## src/rtl/div_sequencer.sv

```systemverilog
// div_sequencer: front end for the multi-cycle divider used by the EX stage.
// It accepts DIV/DIVU/REM/REMU requests, launches the divider and returns the
// quotient or remainder. A one-entry cache answers the paired op for the same
// operands without a new launch. It also handles flush and the watchdog.
module div_sequencer #(
  parameter int CACHE_EN   = 1,
  parameter int MAX_CYCLES = 40
) (
  input  logic        clk,
  input  logic        rst,
  input  logic        req_valid,
  output logic        req_ready,
  input  logic [2:0]  req_op,
  input  logic [31:0] req_rs1,
  input  logic [31:0] req_rs2,
  input  logic        flush,
  output logic        resp_valid,
  input  logic        resp_ready,
  output logic [31:0] resp_data,
  output logic        resp_err,
  output logic        busy,
  output logic        timeout_err,
  output logic        div_start,
  output logic [2:0]  div_op,
  output logic [31:0] dividend,
  output logic [31:0] divisor,
  input  logic [31:0] quotient,
  input  logic [31:0] remainder,
  input  logic        div_done
);

  localparam int CW = $clog2(MAX_CYCLES + 1);

  typedef enum logic [2:0] {
    IDLE   = 3'd0,
    LAUNCH = 3'd1,
    WAIT   = 3'd2,
    RESP   = 3'd3,
    DRAIN  = 3'd4
  } state_t;

  state_t        state_reg, state_next;
  logic [CW-1:0] cnt_reg, cnt_next;
  logic [2:0]    op_reg, op_next;
  logic [31:0]   rs1_reg, rs1_next;
  logic [31:0]   rs2_reg, rs2_next;
  logic [31:0]   data_reg, data_next;
  logic          err_reg, err_next;
  logic          tmo_reg, tmo_next;
  logic          c_valid_reg, c_valid_next;
  logic [31:0]   c_rs1_reg, c_rs1_next;
  logic [31:0]   c_rs2_reg, c_rs2_next;
  logic          c_uns_reg, c_uns_next;
  logic [31:0]   c_quo_reg, c_quo_next;
  logic [31:0]   c_rem_reg, c_rem_next;

  logic          accept;
  logic          hit;
  logic [CW-1:0] cnt_inc;
  logic          limit;

  assign req_ready   = (state_reg == IDLE) && !flush;
  assign busy        = (state_reg != IDLE);
  assign resp_valid  = (state_reg == RESP);
  assign div_start   = (state_reg == LAUNCH);
  assign div_op      = op_reg;
  assign dividend    = rs1_reg;
  assign divisor     = rs2_reg;
  assign resp_data   = data_reg;
  assign resp_err    = err_reg;
  assign timeout_err = tmo_reg;

  assign accept  = req_valid && req_ready;
  // The cache holds both quotient and remainder, so only signedness must match.
  assign hit     = (CACHE_EN != 0) && c_valid_reg && (req_rs1 == c_rs1_reg) &&
                   (req_rs2 == c_rs2_reg) && (req_op[0] == c_uns_reg);
  assign cnt_inc = cnt_reg + 1'b1;
  // Fires on the MAX_CYCLES-th cycle spent waiting after the launch pulse.
  assign limit   = (cnt_inc == CW'(MAX_CYCLES));

  // Next-state and datapath updates; everything holds unless a case changes it.
  always_comb begin
    state_next   = state_reg;
    cnt_next     = cnt_reg;
    op_next      = op_reg;
    rs1_next     = rs1_reg;
    rs2_next     = rs2_reg;
    data_next    = data_reg;
    err_next     = err_reg;
    tmo_next     = tmo_reg;
    c_valid_next = c_valid_reg;
    c_rs1_next   = c_rs1_reg;
    c_rs2_next   = c_rs2_reg;
    c_uns_next   = c_uns_reg;
    c_quo_next   = c_quo_reg;
    c_rem_next   = c_rem_reg;
    case (state_reg)
      IDLE: begin
        if (accept) begin
          op_next  = req_op;
          rs1_next = req_rs1;
          rs2_next = req_rs2;
          if (hit) begin
            data_next  = req_op[1] ? c_rem_reg : c_quo_reg;
            err_next   = 1'b0;
            state_next = RESP;
          end else begin
            state_next = LAUNCH;
          end
        end
      end
      LAUNCH: begin
        cnt_next   = '0;
        state_next = flush ? DRAIN : WAIT;
      end
      WAIT: begin
        cnt_next = cnt_inc;
        if (div_done) begin
          // A flush in the completion cycle discards the result entirely.
          if (flush) begin
            state_next = IDLE;
          end else begin
            data_next    = op_reg[1] ? remainder : quotient;
            err_next     = 1'b0;
            c_valid_next = 1'b1;
            c_rs1_next   = rs1_reg;
            c_rs2_next   = rs2_reg;
            c_uns_next   = op_reg[0];
            c_quo_next   = quotient;
            c_rem_next   = remainder;
            state_next   = RESP;
          end
        end else if (limit) begin
          tmo_next     = 1'b1;
          c_valid_next = 1'b0;
          if (flush) begin
            state_next = IDLE;
          end else begin
            data_next  = 32'hFFFF_FFFF;
            err_next   = 1'b1;
            state_next = RESP;
          end
        end else if (flush) begin
          state_next = DRAIN;
        end
      end
      RESP: begin
        if (flush || resp_ready) begin
          state_next = IDLE;
        end
      end
      DRAIN: begin
        // The divider is still busy with the killed op; let it finish silently.
        cnt_next = cnt_inc;
        if (div_done) begin
          state_next = IDLE;
        end else if (limit) begin
          tmo_next     = 1'b1;
          c_valid_next = 1'b0;
          state_next   = IDLE;
        end
      end
      default: state_next = IDLE;
    endcase
  end

  // State and datapath registers with synchronous active-low reset.
  always_ff @(posedge clk) begin
    if (!rst) begin
      state_reg   <= IDLE;
      cnt_reg     <= '0;
      op_reg      <= '0;
      rs1_reg     <= '0;
      rs2_reg     <= '0;
      data_reg    <= '0;
      err_reg     <= 1'b0;
      tmo_reg     <= 1'b0;
      c_valid_reg <= 1'b0;
      c_rs1_reg   <= '0;
      c_rs2_reg   <= '0;
      c_uns_reg   <= 1'b0;
      c_quo_reg   <= '0;
      c_rem_reg   <= '0;
    end else begin
      state_reg   <= state_next;
      cnt_reg     <= cnt_next;
      op_reg      <= op_next;
      rs1_reg     <= rs1_next;
      rs2_reg     <= rs2_next;
      data_reg    <= data_next;
      err_reg     <= err_next;
      tmo_reg     <= tmo_next;
      c_valid_reg <= c_valid_next;
      c_rs1_reg   <= c_rs1_next;
      c_rs2_reg   <= c_rs2_next;
      c_uns_reg   <= c_uns_next;
      c_quo_reg   <= c_quo_next;
      c_rem_reg   <= c_rem_next;
    end
  end

endmodule

```

## config.mk

```make
export PLATFORM = sky130hd
export DESIGN_NAME = div_sequencer
export DESIGN_NICKNAME = d
export VERILOG_FILES = /design/src/rtl/div_sequencer.sv
export SDC_FILE = /design/constraint.sdc
export NUM_CORES = 1
export LEC_CHECK = 0
export BUFFER_PORTS_ARGS = -buffer_cell sky130_fd_sc_hd__buf_2
export CORE_ASPECT_RATIO = 1.5
export CORE_UTILIZATION = 40
export CTS_CLUSTER_DIAMETER = 150
export DETAILED_ROUTE_END_ITERATION = 8
export GPL_ROUTABILITY_DRIVEN = 0
export PLACE_DENSITY_LB_ADDON = 0.05
export SLEW_MARGIN = 30
export SYNTH_ARGS = -nofsm -noshare
export SYNTH_HDL_FRONTEND = slang
export SYNTH_SLANG_ARGS = --single-unit
```

## constraint.sdc

```tcl
create_clock -name clk -period 4 [get_ports clk]
set_input_delay 0.2 -clock clk [delete_from_list [all_inputs] [get_ports clk]]
set_output_delay 0.2 -clock clk [all_outputs]
set_load 0.02 [all_outputs]
```

==> flow_summary.ini, run 1 <==
[yosys]
synth_top_area_share_pct = 44.3
synthFlopType = dfxtp_1
synth_edf_count = 0
syn_avg_cell_area_um2 = 8.30
synth.area.top_cells = dfxtp_1, nand2_1, a21boi_0, mux2i_1, clkbuf_1
synth_common_cells = nand2_1, dfxtp_1, a21boi_0
yosysWarnings = 0
async_flop_share_pct = 0
synth_largest_area_cell = dfxtp_1
synth-seq-cells = 240
synth_nets = 1445
yosysUniqueCellTypes = 45
postSynthCellCount = 1307
synth-seq-area-share_pct = 44.3
synth_most_common_cell = nand2_1
syn_area_um2 = 10800

[detailed_routing]
drc_errors = 0
drt_iter0_drc = 407
finalWirelength_um = 33400
dr.pass1.iters = 4
num_vias = 9895
postRouteAntennaNets = 0
wl_per_cell_um = 16.9
viasPerCell = 4.99

[status]
outcome = completed

[critical_path]
worstRegToRegCells = 7
crit_type = reg -> reg
end_kind = register
crit_fanout = 33
worstReg2RegStart = state_reg[2]
reg2reg_slack_ns = 1.22
r2r_end = resp_err
cp.required_ns = 4.43
startpoint_type = register
worst_ep_arrival_time_ns = 3.21

[placement]
hpwl_um = 21700
numPortBuffers = 241

[pwr]
power_frac_clock_pct = 42.1
pwr_density_cell_nw_per_um2 = 387
switchingPower_uw = 1460
power.share.combinational_pct = 12.8
sequentialPowerShare_pct = 45.0
swShare_pct = 26.2
finalPower_uw = 5560
ir_worst_vdd_uv = 294
power.leakage_uw = 0.00580
intPower_uw = 4110

[final_layout]
layout-area-overhead-vs-synth_pct = 32.7
multi_input_area_um2 = 5660
seqCellArea_um2 = 4810
num-fill-cells = 2557
nets = 1764
drive_gt1_share_pct = 18.3

[clocking]
htree_levels = 1
post_cts_buffers = 0
root_buffer = clkbuf_16
cts.sinks = 240
clk_latency_ns = 0.54
cts_buffer_depth = 3
cts_made_buffers = 26
clkTransAtPathRegs_ns = 0.06
cts_tree = done

[floorplan]
core_um2 = 26600
fp.dieH_um = 204
dieArea_um2 = 27800
start_util_pct = 40.8
dieWidth_um = 136
rows = 73
num_io_pins = 242

[min_path]
min_delay_path_depth = 3
min_from = flush
hold_path_end = state_reg[2]
min_path_type = in -> reg

[timing]
rsz0062_at_grt = false
setup_viol = 0
tightestPinTransition_ns = 0.954
fmax_ghz = 0.360
tns_ns = 0
fin_crit_sh_pct = 69.5
hold_viol_final = 0
slew_violations = 0
slew-limit-headroom_pct = 36.4
final.min_clock_period_ns = 2.78
fin_skew_ns = 0.0119

[global_routing]
grt.total_usage_pct = 23.7
grt_antenna_before_repair = 1
first_global_vias = 9663
overflow = 0
grt_max_degree = 167
grt_pass1_wl_um = 51300

[flow_run]
maxCapViolCount = 0
how the worst max path moves through the flow:
stage	start	depth (start not counted)	endpoint
after floorplan	state_reg[2]	9	resp_data[0]
after global placement	state_reg[2]	7	resp_err
after detailed placement	state_reg[2]	7	resp_err
after CTS	state_reg[2]	7	resp_err
after global routing	state_reg[2]	7	resp_err
final	state_reg[2]	7	resp_err
cell families after synthesis:
family / Yosys count / share of synthesized area (%)
and+or+nand+nor: 552 / 20.8
AOI/OAI and AO/OA: 270 / 18.5
DFF: 240 / 44.3
buffers and inverters: 104 / 3.84
muxes: 96 / 8.86
xor gates and xnor gates: 44 / 3.55
adders and majority gates: 1 / 0.115
timing repair:
item,in CTS,in global routing
hold endpoints to repair,130,0
hold buffers,130,0
resized for setup,0,0
endpoints found under the setup margin,0,0
power by group through the flow:
stage	Combinational [uW]	Sequential, uW	Clock, uW
finish	715	2510	2340
global route	774	2510	2490
CTS	721	2510	2420
detailed placement	619	2560	0
global placement	617	2560	0
floorplan	313	2590	0
cell type report:
cell class,instances,area share (%)
inverters,11,0.287
diodes,1,0.0174
well taps,337,2.93
clock inverters,7,0.496
flip-flops and latches,240,33.4
repair buffers,384,18.4
clock buffers,39,5.15
multi-input cells,963,39.3
layout by cell type (no fill, tap or decap), drive strengths merged, types with 2 or more instances in the layout:
master,netlist,layout
nor3,4,4
and3,2,2
or2,2,2
a21boi,199,199
nand2,465,465
a21o,2,2
nand2b,13,13
inv,11,12
nand4,7,7
clkinv,0,3
nor2,15,15
o2111ai,2,2
a21oi,9,9
o22ai,2,2
nor4,8,8
a2111oi,2,2
and2,3,3
dfxtp,240,240
nor2b,18,18
a2111o,5,5
clkbuf,86,39
xor2,17,17
o21ai,9,9
mux2i,96,96
clkinvlp,0,2
or3,2,2
xnor2,27,27
buf,7,254
dlygate4sd3,0,130
a22oi,32,32
o221ai,2,2
nor3b,2,2
nand3,7,7
worst max-delay path: stages, from the launching register on:
cell     delay (ns)
dfxtp_1        0.39
or3_1          0.53
nor4_1         0.39
nand4_1        0.19
nor4b_2        0.50
nor2_4         0.03
buf_4          0.32
a31o_2         0.33
routing by layer:
metal / part of all wire (%) / vias up / global-route usage [%]
met5: 0 / - / 0
met4: 4.6 / 0 / 11.8
met3: 4.8 / 67 / 3.68
met2: 50 / 251 / 42.9
met1: 40 / 4585 / 26.5
li1: - / 4992 / -
through the flow:
step	hold WS (ns)	instances	cell area [um2]	utilization, %	setup slack (ns)
after floorplan	0.345	1307	10800	-	1.79
after global placement	0.438	1805	12300	46.2	1.25
after detailed placement	0.447	1805	12300	46.2	1.25
after CTS	0.0277	1981	14400	54.1	1.24
after global routing	0.0596	1982	14400	54.1	1.02
final	0.0472	1982	14400	54.1	1.22
(Power assumes the default switching activity.)
==> inputs of run 2 (changes only) <==
Settings changed: ABC_AREA set to 1.
Clock period 4 ns to 2.4 ns, I/O delays scaled along.
==> run 2 against run 1 <==
Worst setup slack worse by 0.96 ns; clock-buffer cell count is 2 lower; design area is 1.2% higher; power is 140% higher; largest power group unchanged; die area is 0.12% higher; critical path depth is 1 higher; first-iteration DRC count is 44% higher; critical path type unchanged; maximum frequency is 30% higher; via count is 15% higher; largest cell class unchanged.
==> flow_summary.ini, run 2 <==
[status]
outcome = completed

[final_layout]
final_cell_mix = nand2_1, nor2_1, dfxtp_1, buf_2, o21ai_0
drive_gt1_share_pct = 16.1
utilization_pct = 54.8
nets = 2108
finalInstanceArea_um2 = 14600
final_common_cell = nand2_1
layout-area-overhead-vs-synth_pct = 34.1

[detailed_routing]
dr.pass1.iters = 5
drt_iter0_drc = 585
viasPerCell = 4.88
wl_per_cell_um = 15.2
drc_errors = 0
postRouteAntennaNets = 0
finalWirelength_um = 35400
num_vias = 11400

[yosys]
postSynthCellCount = 1640
synth_common_cells = nand2_1, nor2_1, dfxtp_1
synth-seq-cells = 240
synth_edf_count = 0
synth.area.top_cells = dfxtp_1, nand2_1, o21ai_0, nor2_1, a21oi_1
yosysUniqueCellTypes = 27
synth_nets = 1778
syn_avg_cell_area_um2 = 6.62
async_flop_share_pct = 0
yosysWarnings = 0
synth_largest_area_cell = dfxtp_1
syn_area_um2 = 10900
synth-seq-area-share_pct = 44.2
synth_most_common_cell = nand2_1
synthFlopType = dfxtp_1
synth_top_area_share_pct = 44.2

[global_routing]
overflow = 0
grt.total_usage_pct = 25.5
first_global_vias = 10800
grt_max_degree = 141
grt_antenna_before_repair = 1
grt_pass1_wl_um = 55700

[placement]
postPlaceCellArea_um2 = 12300
numPortBuffers = 241
hpwl_um = 23500

[critical_path]
cp.required_ns = 2.82
crit_type = reg -> reg
worst_ep_arrival_time_ns = 2.56
crit_fanout = 24
end_kind = register
startpoint_type = register

[clocking]
post_cts_buffers = 0
cts_buffer_depth = 3
htree_levels = 1
cts.sinks = 240
clkTransAtPathRegs_ns = 0.06
clk_latency_ns = 0.54
root_buffer = clkbuf_16
cts_made_buffers = 26
cts_tree = done

[timing]
rsz0062_at_grt = false
tightestPinTransition_ns = 0.608
fin_crit_sh_pct = 89.1
hold_viol_final = 0
fmax_ghz = 0.467
tns_ns = 0
slew_violations = 0
fin_skew_ns = 0.0161
slew-limit-headroom_pct = 59.1
final.min_clock_period_ns = 2.14
setup_viol = 0

[floorplan]
num_io_pins = 242
dieWidth_um = 137
dieArea_um2 = 27800
rows = 73
fp.dieH_um = 204
start_util_pct = 40.9
core_um2 = 26600

[min_path]
min_path_type = in -> reg

[flow_run]
maxCapViolCount = 0

[pwr]
pwr_density_cell_nw_per_um2 = 919
power.leakage_uw = 0.00688
ir_worst_vdd_uv = 689
## run 2: changes by cell type after synthesis, moves of 13 or more
cell,previous run,this run
nor2_1,14,273
a21boi_0,199,0
o21ai_0,9,208
inv_1,11,186
a21oi_1,9,150
nand2_1,465,359
mux2i_1,96,0
nand3_1,7,50
a22oi_1,32,1
xnor2_1,27,4
a211oi_1,0,20
a31oi_1,1,20
nor2b_1,18,0
nand2b_1,13,0
## run 2: through the flow
step,setup slack (ns),std cells,power [uW],hold WS [ns]
after floorplan,0.357,1640,7950,0.255
after global placement,0.222,2142,9300,0.364
after detailed placement,0.180,2142,9350,0.375
after CTS,0.126,2325,13500,0.111
after global routing,0.0423,2325,14300,0.0984
final,0.261,2326,13400,0.0769
## run 2: path summary, 6_finish.rpt
check | slack (ns) | to | depth (start not counted) | start
worst max register to register | 0.26 | divisor[18] | 8 | state_reg[2]
worst min-delay path | 0.08 | div_op[1] | 3 | req_valid
worst max-delay path | 0.26 | divisor[18] | 8 | state_reg[2]
worst min register to register | 0.46 | div_op[2] | 2 | div_op[2]
## run 2: critical path, cell delays in order, from the launching register on
cell and delay [ns]:
dfxtp_1 0.33, nor2_1 0.19, nand2_2 0.14, nor2_4 0.17, nand2_8 0.15, buf_4 0.23
o21ai_0 0.17, dlygate4sd3_1 0.58, a21oi_1 0.04
## run 2: kinds of logic after synthesis
group / synth area share [%]
AND/OR/NAND/NOR: 25.4
AO/OA/AOI/OAI: 19.3
buffers and inverters: 10.2
flip-flops: 44.2
XOR/XNOR: 0.726
adder cells (fa/ha/maj): 0.115
## run 2: report_power, final
group / total, uW / internal, uW / leakage, uW / switching, uW
combinational: 4460 / 1520 / 0.00452 / 2940
sequential: 5050 / 4670 / 0.00195 / 376
clock: 3870 / 2210 / 0.000407 / 1660
total: 13400 / 8400 / 0.00688 / 4980
## run 2: layout make-up
cell class / instances / area, um2
Fill cell: 2636 / 12000
Sequential cell: 240 / 4800
Clock buffer: 37 / 763
Antenna cell: 1 / 2.50
Tap cell: 337 / 422
Multi-Input combinational cell: 1113 / 5000
Timing Repair Buffer: 403 / 2830
Inverter: 186 / 699
Clock inverter: 9 / 51.3
## run 2: what timing repair did
action	in CTS	in global routing
hold buffers	137	0
setup endpoints to repair	0	24
gates resized for setup	0	7
endpoints found under the hold margin	141	0
## run 2: routing by layer
| layer | track usage (%) | vias up | share of wire [%] | routed length, um |
|---|---|---|---|---|
| li1 | - | 5857 | - | - |
| met1 | 29.1 | 5129 | 40 | 14300 |
| met2 | 45.6 | 291 | 50 | 17800 |
| met3 | 4.80 | 75 | 5.6 | 1980 |
| met4 | 11.0 | 0 | 3.8 | 1360 |
| met5 | 0 | - | 0 | 0 |
